==> src/rtl/mypio_multi.sv <==
// Avalon-MM PIO: active-low 7-segment digits with blank/blink plus a synchronised input port.
// Edge capture on the input port raises a maskable interrupt.
module mypio_multi #(
  parameter int N_DIGITS  = 6,
  parameter int IN_WIDTH  = 4,
  parameter int BLINK_DIV = 25000000
) (
  input  logic                  CLK,
  input  logic                  RST,
  input  logic [2:0]            avs_address,
  input  logic                  avs_read,
  input  logic                  avs_write,
  input  logic [31:0]           avs_writedata,
  output logic [31:0]           avs_readdata,
  output logic                  ins_irq,
  input  logic [IN_WIDTH-1:0]   coe_in,
  output logic [7*N_DIGITS-1:0] coe_nhex
);
  localparam int CW = $clog2(BLINK_DIV);
  localparam int DW = 4 * N_DIGITS;

  logic [DW-1:0]         r_data;
  logic [N_DIGITS-1:0]   r_blank;
  logic [N_DIGITS-1:0]   r_blink;
  logic [IN_WIDTH-1:0]   r_sync1;
  logic [IN_WIDTH-1:0]   r_sync_q;
  logic [IN_WIDTH-1:0]   r_prev_q;
  logic [IN_WIDTH-1:0]   r_edge;
  logic [IN_WIDTH-1:0]   r_mask;
  logic [1:0]            r_fill;
  logic [CW-1:0]         r_cnt;
  logic                  r_phase;
  logic [31:0]           r_rdata;
  logic                  r_irq;
  logic [7*N_DIGITS-1:0] r_nhex;

  logic [IN_WIDTH-1:0]   w_rise;
  logic [IN_WIDTH-1:0]   w_clr;
  logic [31:0]           w_rdata;
  logic [7*N_DIGITS-1:0] w_nhex;

  function automatic logic [6:0] f_seg(input logic [3:0] v);
    case (v)
      4'h0: f_seg = 7'h40;  4'h1: f_seg = 7'h79;  4'h2: f_seg = 7'h24;  4'h3: f_seg = 7'h30;
      4'h4: f_seg = 7'h19;  4'h5: f_seg = 7'h12;  4'h6: f_seg = 7'h02;  4'h7: f_seg = 7'h78;
      4'h8: f_seg = 7'h00;  4'h9: f_seg = 7'h10;  4'hA: f_seg = 7'h08;  4'hB: f_seg = 7'h03;
      4'hC: f_seg = 7'h46;  4'hD: f_seg = 7'h21;  4'hE: f_seg = 7'h06;  default: f_seg = 7'h0E;
    endcase
  endfunction

  // Edges are ignored until prev_q has seen a synchronised sample, so a level
  // already high when reset releases never counts as a rising edge.
  assign w_rise = (r_fill == 2'd3) ? (r_sync_q & ~r_prev_q) : '0;
  assign w_clr  = (avs_write && avs_address == 3'd4) ? avs_writedata[IN_WIDTH-1:0] : '0;

  always_comb begin
    w_rdata = '0;
    case (avs_address)
      3'd0:    w_rdata[DW-1:0]       = r_data;
      3'd1:    w_rdata[N_DIGITS-1:0] = r_blank;
      3'd2:    w_rdata[N_DIGITS-1:0] = r_blink;
      3'd3:    w_rdata[IN_WIDTH-1:0] = r_sync_q;
      3'd4:    w_rdata[IN_WIDTH-1:0] = r_edge;
      3'd5:    w_rdata[IN_WIDTH-1:0] = r_mask;
      default: w_rdata = '0;
    endcase
  end

  always_comb begin
    w_nhex = '1;
    for (int k = 0; k < N_DIGITS; k++) begin
      if (!(r_blank[k] || (r_blink[k] && r_phase)))
        w_nhex[7*k +: 7] = f_seg(r_data[4*k +: 4]);
    end
  end

  always_ff @(posedge CLK or posedge RST) begin
    if (RST) begin
      r_data  <= '0;
      r_blank <= '0;
      r_blink <= '0;
      r_mask  <= '0;
      r_rdata <= '0;
    end else begin
      if (avs_write) begin
        case (avs_address)
          3'd0:    r_data  <= avs_writedata[DW-1:0];
          3'd1:    r_blank <= avs_writedata[N_DIGITS-1:0];
          3'd2:    r_blink <= avs_writedata[N_DIGITS-1:0];
          3'd5:    r_mask  <= avs_writedata[IN_WIDTH-1:0];
          default: ;
        endcase
      end
      if (avs_read)
        r_rdata <= w_rdata;
    end
  end

  always_ff @(posedge CLK or posedge RST) begin
    if (RST) begin
      r_sync1  <= '0;
      r_sync_q <= '0;
      r_prev_q <= '0;
      r_fill   <= '0;
      r_edge   <= '0;
      r_irq    <= 1'b0;
    end else begin
      r_sync1  <= coe_in;
      r_sync_q <= r_sync1;
      r_prev_q <= r_sync_q;
      if (r_fill != 2'd3)
        r_fill <= r_fill + 2'd1;
      r_edge <= (r_edge & ~w_clr) | w_rise;
      r_irq  <= |(r_edge & r_mask);
    end
  end

  always_ff @(posedge CLK or posedge RST) begin
    if (RST) begin
      r_cnt   <= '0;
      r_phase <= 1'b0;
      r_nhex  <= '1;
    end else begin
      if (r_cnt == CW'(BLINK_DIV - 1)) begin
        r_cnt   <= '0;
        r_phase <= ~r_phase;
      end else begin
        r_cnt <= r_cnt + CW'(1);
      end
      r_nhex <= w_nhex;
    end
  end

  assign avs_readdata = r_rdata;
  assign ins_irq      = r_irq;
  assign coe_nhex     = r_nhex;
endmodule

==> config.mk <==
export PLATFORM = sky130hd
export DESIGN_NAME = mypio_multi
export DESIGN_NICKNAME = d
export VERILOG_FILES = /design/src/rtl/mypio_multi.sv
export SDC_FILE = /design/constraint.sdc
export NUM_CORES = 1
export LEC_CHECK = 0
export CAP_MARGIN = 20
export CORE_MARGIN = 10
export CORE_UTILIZATION = 54
export CTS_CLUSTER_DIAMETER = 120
export DETAILED_ROUTE_END_ITERATION = 10
export PLACE_DENSITY = 0.9
export SLEW_MARGIN = 20
export SYNTH_ARGS = -nofsm -noshare
export SYNTH_HDL_FRONTEND = slang
export SYNTH_SLANG_ARGS = --single-unit
==> constraint.sdc <==
create_clock -name CLK -period 7.21 [get_ports CLK]
set_clock_uncertainty 0.15 [all_clocks]
set_input_delay 1.442 -clock CLK [delete_from_list [all_inputs] [get_ports CLK]]
set_output_delay 1.442 -clock CLK [all_outputs]
set_load 0.02 [all_outputs]
==> impl_metrics.ini <==
[setup_path]
slowest_delay_ns = 0.85
crit_arrival_ns = 3.75
critPathKind = in2reg
path_cells = clkdlybuf4s50_1, nand2b_1, nor3b_1, mux2_2
crit_buf_inv = 1
setup.worst_path.start_class = primary input
cp-end-kind = register
cp.required_ns = 7.37
path_max_fanout = 15
cpLargestDelayFamily = simple AND/OR/NAND/NOR gates
crit_slowest_cell = nor3b_1

[yosys]
synth-seq-area-share_pct = 53.3
ys_dominant_reg_cell = dfrtp_1
synth_seq_cells = 151
syn_area_um2 = 7180
postSynth.asyncResetShare_pct = 100
ys.warnings.count = 0
syn_area_per_cell_um2 = 10.8
synth_edf_count = 0
yosysUniqueCellTypes = 53
synthesis.instances = 666

[clocking]
cts_resized = 0
cts_num_sinks = 151
htreeDepth = 4
ctsHoldBuffers = 0
cts_buffers = 17
cts_tree = built
cts_root_buf = clkbuf_16
clockBufferDepth = 2
insertion_delay_ns = 0.43
post-cts-setup-buffers = 0
clk_pin_slew_ns = 0.06

[detailed_routing]
firstDrtPassIters = 5
num_vias = 5546
wl_per_cell_um = 18.1
viasPerCell = 5.79
drtIter0Drc = 480
postRouteAntennaNets = 0
wirelength_um = 17400
drc = 0

[cells_and_area]
n_fill_cell = 918
antenna_cells = 0
final_nets = 850
stdcell_count = 958
final_common_cell = dfrtp_1
drive_gt1_share_pct = 14.1
area.growth.synth_to_final_pct = 24.9
finish.utilization_pct = 68.3
final_cell_mix = dfrtp_1 (109), clkdlybuf4s50_1 (101), nand2_1 (74)
postLayoutCellArea_um2 = 8970

[placement]
dp_hpwl_um = 12000
gp_congestion = 0.879
postPlaceCellArea_um2 = 8350
port_buffers = 101
dpl.cell_count = 926

[pwr]
p_leak_nw = 3.72
cellPowerDensity_nw_per_um2 = 311
power_mw = 2.79
vdd_drop_max_mv = 0.248

[floorplan]
start_util_pct = 54.7
coreArea_um2 = 13100
die_h_um = 135
io-pin-count = 118
die_x_um = 135
die_area_um2 = 18300
core.rowCount = 42

[global_route]
use_met3_pct = 5.16
grt_busiest_layer = met2
antenna_found_initial = 0
grt_overflow_total = 0
grt_max_degree = 77
grtUsageMet1_pct = 21.5
grt_first_pass_wirelength_um = 28600
track_usage_pct = 19.4
grt_pass1_vias = 5651
grt_use_met2_pct = 34.6

[sta]
post-route-period-util_pct = 49.8
period_minus_slack_ns = 3.59
max_freq_mhz = 279
setup_tns_ns = 0
slew-limit-headroom_pct = 30.4
grt_setup_unrepaired = no
worstMarginPinSlew_ns = 1.04
finalHoldViolations = 0
setup_violations = 0
slew_violations = 0

[run_status]
outcome = complete, no violations

[flow_run]
maxCapViolations = 0

[hold_path]
hp-class = reg2reg
## metrics by stage
| stage | setup slack, ns | hold WS, ns |
|---|---|---|
| finish | 3.62 | 0.198 |
| global route | 3.51 | 0.208 |
| CTS | 3.66 | 0.199 |
| detailed placement | 3.28 | 0.186 |
| global placement | 3.37 | 0.183 |
| floorplan | 1.62 | 0.181 |
## synth_stat cells (7+ instances only)
cell type    n  share of area, %
a21boi_0    18               1.9
a21o_1       7              0.73
a21oi_1     15               1.0
buf_4        8              0.84
clkbuf_1    19              0.99
dfrtp_1    109                38
dfstp_2     42                15
ha_1        38               6.6
inv_1       42               2.2
mux2_2      23               3.6
nand2_1     74               3.9
nand2b_1    20               1.7
nand3_1     15               1.0
nand3b_1     8              0.84
nor2_1      29               1.5
nor2b_1     16               1.4
o211ai_1    18               1.9
o21ai_0     53               3.7
o311ai_0    24               2.9
xnor2_1     11               1.3
xor2_1       8              0.98
## power by group
group / switching, mW / total, mW / internal (mW) / leakage (nW)
Sequential: 0.116 / 1.16 / 1.05 / 1.80
Combinational: 0.385 / 0.706 / 0.321 / 1.63
Clock: 0.360 / 0.917 / 0.557 / 0.292
Total: 0.860 / 2.79 / 1.93 / 3.72
## metal layers
layer | up-vias | share of wire (%) | wire [um]
li1 | 2536 | - | -
met5 | - | 0 | 0
met1 | 2739 | 38 | 6650
met4 | 0 | 2.2 | 374
met3 | 37 | 6.8 | 1190
met2 | 234 | 53 | 9140
## area by class of cell
class | count | area, um^2 | share of cell area [%]
sequential | 151 | 3830 | 42.7
multi-input combinational | 452 | 3100 | 34.6
timing repair buffer | 105 | 1040 | 11.6
clock buffer | 19 | 443 | 4.94
tap | 176 | 220 | 2.46
clock inverter | 13 | 173 | 1.92
inverter | 42 | 163 | 1.81
## flip-flops by register name, summed over array words and instances, names as in the netlist
register,flops
ins_irq,1
r_sync_q,4
r_fill,2
r_prev_q,4
r_blank,6
avs_readdata,24
r_phase,1
r_cnt,25
r_blink,6
r_data,24
coe_nhex,42
r_sync1,4
r_edge,4
r_mask,4
## worst register-to-register path: stages, from the launching register on
cell and delay [ns]:
dfrtp_1 0.43, ha_1 0.24, and3_1 0.28, nand4_1 0.18, nor3_4 0.62, xor2_1 0.16
## logic make-up after synthesis
group                      synth area share, %
buffers and inverters                     4.09
adders and majority gates                 6.62
muxes                                     4.46
AOI/OAI and AO/OA                         14.7
and+or+nand+nor                           14.4
xor gates and xnor gates                  2.32
DFF                                       53.3
other                                   0.0522
## path summary, 6_finish.rpt
| kind | cells past startpoint | startpoint | slack (ns) | end |
|---|---|---|---|---|
| max | 4 | avs_address[2] | 3.62 | r_blank[5] |
| min | 0 | r_sync1[0] | 0.20 | r_sync_q[0] |
| max reg2reg | 5 | r_cnt[0] | 5.00 | r_phase |
| min reg2reg | 0 | r_sync1[0] | 0.20 | r_sync_q[0] |
| max in group asynchronous | 3 | RST | 4.20 | r_data[7] |
| min in group asynchronous | 2 | RST | 1.34 | avs_readdata[20] |
No activity file was read; power rests on OpenSTA's default activity.
